[src/rtl/program_loader.sv]
// program_loader: receives a little-endian byte stream, assembles halfword
// instructions and writes them into CPU program memory, holding the CPU in
// reset until a load has completed successfully.
//
// Ports:
//   clk_i, reset_i           clock, asynchronous active-high reset
//   load_start_i             one-cycle pulse that starts a load (honoured in IDLE only)
//   load_len_i, base_addr_i  halfword count and byte base address, sampled on start
//   byte_valid_i/byte_data_i stream byte offered; byte_ready_o accepts it
//   program_mem_write_en_o   one-cycle program-memory write strobe
//   instruction_o            assembled halfword, held between writes
//   instruction_addr_o       byte address of the write, held between writes
//   cpu_reset_o              holds the CPU pipeline in reset
//   busy_o, done_o, error_o  status; done/error are sticky until the next accepted start
module program_loader #(
    parameter int unsigned TIMEOUT_CYCLES = 1024,
    parameter int unsigned RELEASE_CYCLES = 4,
    parameter int unsigned WORD           = 32,
    localparam int unsigned HALF_WORD     = 16
) (
    input  logic                 clk_i,
    input  logic                 reset_i,
    input  logic                 load_start_i,
    input  logic [15:0]          load_len_i,
    input  logic [WORD-1:0]      base_addr_i,
    input  logic                 byte_valid_i,
    input  logic [7:0]           byte_data_i,
    output logic                 byte_ready_o,
    output logic                 program_mem_write_en_o,
    output logic [HALF_WORD-1:0] instruction_o,
    output logic [WORD-1:0]      instruction_addr_o,
    output logic                 cpu_reset_o,
    output logic                 busy_o,
    output logic                 done_o,
    output logic                 error_o
);

    localparam int unsigned LEN_W  = 16;
    localparam int unsigned IDLE_W = $clog2(TIMEOUT_CYCLES + 1);
    localparam int unsigned REL_W  = $clog2(RELEASE_CYCLES + 1);

    typedef enum logic [2:0] {
        IDLE    = 3'd0,
        LOW     = 3'd1,
        HIGH    = 3'd2,
        WRITE   = 3'd3,
        RELEASE = 3'd4
    } state_t;

    state_t               state_q, state_d;
    logic [LEN_W-1:0]     len_q, len_d;
    logic [LEN_W-1:0]     idx_q, idx_d;
    logic [WORD-1:0]      base_q, base_d;
    logic [7:0]           lo_q, lo_d;
    logic [IDLE_W-1:0]    idle_q, idle_d;
    logic [REL_W-1:0]     rel_q, rel_d;
    logic [HALF_WORD-1:0] instr_q, instr_d;
    logic [WORD-1:0]      addr_q, addr_d;
    logic                 cpu_rst_q, cpu_rst_d;
    logic                 done_q, done_d;
    logic                 err_q, err_d;

    logic ready_c;
    logic xfer_c;
    logic idle_expired_c;

    // State and datapath registers
    always_ff @(posedge clk_i or posedge reset_i) begin
        if (reset_i) begin
            state_q   <= IDLE;
            len_q     <= '0;
            idx_q     <= '0;
            base_q    <= '0;
            lo_q      <= '0;
            idle_q    <= '0;
            rel_q     <= '0;
            instr_q   <= '0;
            addr_q    <= '0;
            cpu_rst_q <= 1'b1;
            done_q    <= 1'b0;
            err_q     <= 1'b0;
        end else begin
            state_q   <= state_d;
            len_q     <= len_d;
            idx_q     <= idx_d;
            base_q    <= base_d;
            lo_q      <= lo_d;
            idle_q    <= idle_d;
            rel_q     <= rel_d;
            instr_q   <= instr_d;
            addr_q    <= addr_d;
            cpu_rst_q <= cpu_rst_d;
            done_q    <= done_d;
            err_q     <= err_d;
        end
    end

    assign ready_c        = (state_q == LOW) || (state_q == HIGH);
    assign xfer_c         = byte_valid_i && ready_c;
    assign idle_expired_c = (idle_q == IDLE_W'(TIMEOUT_CYCLES - 1));

    // Next-state and datapath update
    always_comb begin
        state_d   = state_q;
        len_d     = len_q;
        idx_d     = idx_q;
        base_d    = base_q;
        lo_d      = lo_q;
        idle_d    = idle_q;
        rel_d     = rel_q;
        instr_d   = instr_q;
        addr_d    = addr_q;
        cpu_rst_d = cpu_rst_q;
        done_d    = done_q;
        err_d     = err_q;

        case (state_q)
            IDLE: begin
                if (load_start_i) begin
                    done_d    = 1'b0;
                    err_d     = 1'b0;
                    cpu_rst_d = 1'b1;
                    len_d     = load_len_i;
                    base_d    = base_addr_i;
                    idx_d     = '0;
                    idle_d    = '0;
                    rel_d     = '0;
                    state_d   = (load_len_i == '0) ? RELEASE : LOW;
                end
            end
            LOW, HIGH: begin
                if (xfer_c) begin
                    idle_d = '0;
                    if (state_q == LOW) begin
                        lo_d    = byte_data_i;
                        state_d = HIGH;
                    end else begin
                        instr_d = {byte_data_i, lo_q};
                        // Byte address wraps modulo 2^WORD by construction
                        addr_d  = base_q + (WORD'(idx_q) << 1);
                        state_d = WRITE;
                    end
                end else if (idle_expired_c) begin
                    // Abort: CPU stays in reset, partial data is dropped
                    idle_d  = '0;
                    err_d   = 1'b1;
                    state_d = IDLE;
                end else begin
                    idle_d = idle_q + IDLE_W'(1);
                end
            end
            WRITE: begin
                idx_d   = idx_q + LEN_W'(1);
                state_d = ((idx_q + LEN_W'(1)) == len_q) ? RELEASE : LOW;
            end
            RELEASE: begin
                if (rel_q == REL_W'(RELEASE_CYCLES - 1)) begin
                    rel_d     = '0;
                    cpu_rst_d = 1'b0;
                    done_d    = 1'b1;
                    state_d   = IDLE;
                end else begin
                    rel_d = rel_q + REL_W'(1);
                end
            end
            default: state_d = IDLE;
        endcase
    end

    // Strobes and status decode straight from the state register
    assign byte_ready_o           = ready_c;
    assign program_mem_write_en_o = (state_q == WRITE);
    assign busy_o                 = (state_q != IDLE);
    assign instruction_o          = instr_q;
    assign instruction_addr_o     = addr_q;
    assign cpu_reset_o            = cpu_rst_q;
    assign done_o                 = done_q;
    assign error_o                = err_q;

endmodule

[config.mk]
export PLATFORM = sky130hd
export DESIGN_NAME = program_loader
export DESIGN_NICKNAME = d
export VERILOG_FILES = /design/src/rtl/program_loader.sv
export SDC_FILE = /design/constraint.sdc
export NUM_CORES = 1
export LEC_CHECK = 0
export CAP_MARGIN = 10
export CORE_UTILIZATION = 49
export CTS_CLUSTER_SIZE = 25
export DETAILED_ROUTE_END_ITERATION = 6
export GPL_TIMING_DRIVEN = 1
export HOLD_SLACK_MARGIN = 0.02
export PLACE_DENSITY = 0.77
export SYNTH_ARGS = -nofsm -noshare
export SYNTH_HDL_FRONTEND = slang
export SYNTH_SLANG_ARGS = --single-unit
[constraint.sdc]
create_clock -name clk_i -period 4.4 [get_ports clk_i]
set_input_delay 0.66 -clock clk_i [delete_from_list [all_inputs] [get_ports clk_i]]
set_output_delay 0.66 -clock clk_i [all_outputs]
set_load 0.05 [all_outputs]
Word-level counts from Yosys, hierarchy flattened. Cells that the tools add are included.

Register bits: 140. Input bits: 60.

Reduce and logical (&&, ||, !) cells: 18. Muxes and demuxes: 26. Equality and inequality tests: 12. $add $sub $neg: 4. Bitwise operators: 1.

Operator list (count): 11-bit 2-to-1 mux (3); 32-bit by 17-bit adder with 32-bit output (1); 16-bit one-hot mux with 2 select lines (1); 3-bit 2-to-1 mux (8); 11-bit one-hot mux with 2 select lines (1); 16-bit by 1-bit adder with 16-bit output, second input constant (1); 16-bit equality test (1); 16-bit zero test (1); 16-bit 2-to-1 mux (1); 3-bit one-hot mux with 4 select lines (1); 3-bit AND reduction (4); 11-bit by 1-bit adder with 11-bit output, second input constant (1); 11-bit by 10-bit equality test with 1-bit output, second input constant (1); 3-bit by 2-bit equality test with 1-bit output, second input constant (3); 2-bit != test, second input constant (4); 2-bit AND reduction (4); 1-bit 2-to-1 mux (7); 1-bit one-hot mux with 2 select lines (3); 3-bit one-hot mux with 2 select lines (1); 2-bit nonzero test (3); 4-bit AND reduction (1); 3-bit by 1-bit adder with 3-bit output, second input constant (1); 3-bit by 1-bit equality test with 1-bit output, second input constant (1); 3-bit equality test, second input constant (1); 7 further kinds (7).

Logic depth before layout (Yosys ltp).
Depth after elaboration: 5. Depth in mapped cells: 9. Gate-level depth less buffers: 8.

Worst setup path after synthesis. OpenSTA, ideal clock, no wires.

Path type: flip-flop to flip-flop. Start: reg idx_q[0]. End: reg addr_q[31], in the netlist instruction_addr_o[31]. Setup slack: 2.168 ns. Library setup time: 0.069 ns. Arrival: 2.163 ns. Cell stages (with the launch flop): 9. Cells stage by stage: dfrtp_1 -> ha_1 -> fa_1 -> a21oi_1 -> o22ai_1 -> o21ai_1 -> a21oi_1 -> a31o_2 -> nand3_1.

Longest elaborated chain between the ends: 1.

RTL lines: from (decl) (line 52) `logic [LEN_W-1:0] idx_q, idx_d;`; from (signal assigned) (line 85) `idx_q <= idx_d;`; 32-bit by 17-bit adder with 32-bit output (line 140) `addr_d = base_q + (WORD'(idx_q) << 1);`; to (signal assigned) (line 91) `addr_q <= addr_d;`; to (decl) (line 58) `logic [WORD-1:0] addr_q, addr_d;`.

Every way passes these cells. A chain may end at the register's enable or synchronous reset.

Worst setup path after layout.
Start: reg state_q[1]. End: out program_mem_write_en_o.

Longest elaborated chain between the ends: 1.

RTL lines: from (decl) (line 50) `state_t state_q, state_d;`; from (signal assigned) (line 83) `state_q <= state_d;`; 3-bit by 2-bit equality test with 1-bit output (line 172) `assign program_mem_write_en_o = (state_q == WRITE);`; to (decl) (line 29) `output logic program_mem_write_en_o,`.

Every way passes these cells.

==> run_results.csv <==
group,metric,value,unit
status,status,"finished with violations",
status,violations,"design-rule violations",
cts,cts_resized,0,
synth,synthFlopType,"dfrtp_1",
synth,yosysWarnings,0,
cts,ctsHoldBuffers,0,
pwr,total_power,6.484,mW
final_layout,final_util,0.6330,
floorplanning,die_height,124.8,µm
global_route,grt.total_usage,0.2289,
placement,hpwl,11840,µm
sta,hold_viol,0,
sta,max_slew_margin,0.2429,
cts,cts_root_buf,"clkbuf_16",
floorplanning,rows,44,
drt,drt_iter0_markers,497,
synth,ys_seq_area_frac,0.4743,
job,drv_cap,0,
placement,io_buffers,113,
placement,dpl-instance-area,0.008631,mm²
synth,ys_seq_elements,140,
setup_path,critPathKind,"reg -> out",
setup_path,required,3740,ps
synth,yosysMostFrequentCell,"nand2_1",
pwr,power_density,699.5,mW/mm²
global_route,gr-total-overflow,0,
synth,synth_async_sr_flop_share,1.000,
cts,clkLatencyLatePin,430,ps
worst_hold_path,hold_class,"reg -> reg",
synth,synthesis.area,0.007390,mm²
global_route,grt_max_degree,141,
synth,avgSynthCellArea,8.683,µm²
synth,syn-num-nets,931,
cts,cts_tree,"done",
sta,post-route-period-util,0.8033,
setup_path,endpoint_kind,"output port",
drt,drc_errors,24,
cts,clk_pin_slew,50,ps
floorplanning,die_w,124.8,µm
final_layout,fin_area,0.009270,mm²
synth,synthCells,851,
floorplanning,core-area,0.01464,mm²
sta,max_slew.worst_pin.slew,1126,ps
global_route,grt_pass1_vias,5695,
drt,wl_per_cell,14.76,µm
final_layout,num_antenna_cells,0,
cts,postCtsSetupRepairBufs,0,
global_route,grt_antenna_before_repair,0,
final_layout,drive_gt1_frac,0.06764,
floorplanning,initial_utilization,0.5046,
drt,ant_nets,0,
sta,setup_viol,0,
synth,ys_top_cells_by_area,"dfrtp_1, nand2_1, o21ai_0",
drt,routed_wl,16910,µm
sta,skew,13.00,ps
setup_path,critPathLaunchType,"flop",
floorplanning,io_pins,114,
cts,cts.path.max_buffers,2,
setup_path,critPathArrivalTime,2870,ps
cts,cts_buffers,17,
pwr,total_leakage_power,4.260,nW
final_layout,area_growth,25.45,%
drt,vias_per_cell,5.462,
global_route,grt_pass1_wl,28130,µm
cts,cts_sinks,140,
sta,fmax,282.9,MHz
drt,dr.pass1.iters,6,
sta,rsz0062_at_grt,"false",
final_layout,n_fill_cell,1218,
cts,cts_htree_levels,4,
placement,place_congestion,0.8416,
synth,synth_top_area_share,0.4707,
synth,synth.distinct_cells,61,
synth,synth.top_cells.by_count,"nand2_1, dfrtp_1, o21ai_0, nor2_1, nand3_1",
sta,drv_slew,0,
sta,setup_tns,0,ps
synth,synth_edf_count,0,
synth,synth_largest_area_cell,"dfrtp_1",
drt,route.vias.total,6254,
sta,period_needed,3535,ps
pwr,peakVddDrop,0.4246,mV
final_layout,nets,1028,
setup_path,worstPathMaxFanout,24,
floorplanning,die-area,0.01558,mm²
-- stage by stage --
stage	instances	hold slack [ps]	setup WS, ps
2_1_floorplan	851	434.8	1992
3_3_place_gp	1113	444.8	1399
3_5_place_dp	1113	447.9	1318
4_1_cts	1145	462.0	862.4
5_1_grt	1145	494.1	679.9
6_report	1145	460.8	865.5
-- metal layers --
layer	global-route usage	vias to the layer above	wire, µm
met1	0.3200	2928	7960
met4	0.09005	0	234
li1	-	3125	-
met3	0.04038	20	1037
met2	0.3533	181	7673
met5	0	-	0
-- state kept, by name, summed over array words and instances, names as in the netlist --
| register | flops |
|---|---|
| done_o | 1 |
| lo_q | 8 |
| instruction_addr_o | 32 |
| len_q | 16 |
| base_q | 32 |
| error_o | 1 |
| cpu_reset_o | 1 |
| idle_q | 11 |
| rel_q | 3 |
| idx_q | 16 |
| instruction_o | 16 |
| state_q | 3 |
-- kinds of logic after synthesis --
logic type	Yosys count	synth area share
DFF	140	0.4743
AOI/OAI and AO/OA	147	0.1219
buffers and inverters	55	0.03251
muxes	12	0.01812
adders and majority gates	20	0.03488
and+or+nand+nor	438	0.2702
xor gates and xnor gates	39	0.04809
-- worst paths after layout --
kind / from / endpoint / slack [ps] / depth (start not counted)
max reg2reg: idx_q[0] / instruction_addr_o[17] / 1650 / 8
max: state_q[1] / program_mem_write_en_o / 870 / 4
max in group asynchronous: reset_i / base_q[21] / 3070 / 3
min in group asynchronous: reset_i / instruction_addr_o[2] / 810 / 3
min: lo_q[1] / instruction_o[1] / 460 / 2
min reg2reg: lo_q[1] / instruction_o[1] / 460 / 2
-- cell type report --
cell class | instances | area (µm²) | share of cell area
Clock buffer | 26 | 509.2 | 0.05493
Timing Repair Buffer | 119 | 1189 | 0.1282
Inverter | 14 | 56.30 | 0.006074
Multi-Input combinational cell | 656 | 3651 | 0.3938
Sequential cell | 140 | 3505 | 0.3781
Tap cell | 184 | 230.2 | 0.02483
Clock inverter | 6 | 130.1 | 0.01404
-- cell usage in the layout (no fill, tap or decap), drive strengths merged, types with 7 or more instances in the layout --
cell           netlist  routed
nand4               15      15
nand2              276     276
nor3                12      12
xnor2               27      27
clkdlybuf4s50        0     113
nor4                13      13
xor2                11      11
o31ai                9       9
ha                  19      19
mux2                11      11
dfrtp              139     139
and3                 9       9
nand3               33      33
o21ai               68      68
nand2b               7       7
a21oi               25      25
inv                 14      13
nor2                49      49
clkbuf              22      26
-- power breakdown --
part / leakage, nW / switching [mW] / internal [mW] / total, mW
sequential: 1.79 / 0.391 / 1.77 / 2.16
combinational: 2.16 / 1.78 / 1.00 / 2.78
clock: 0.315 / 0.517 / 1.02 / 1.54
-- worst max-delay path, cell delays in order (launching register included) --
cell	delay [ps]
dfrtp_1	460
nor2b_1	270
nand2_1	490
inv_2	370
clkdlybuf4s50_1	850
No activity file was read; power rests on OpenSTA's default activity.
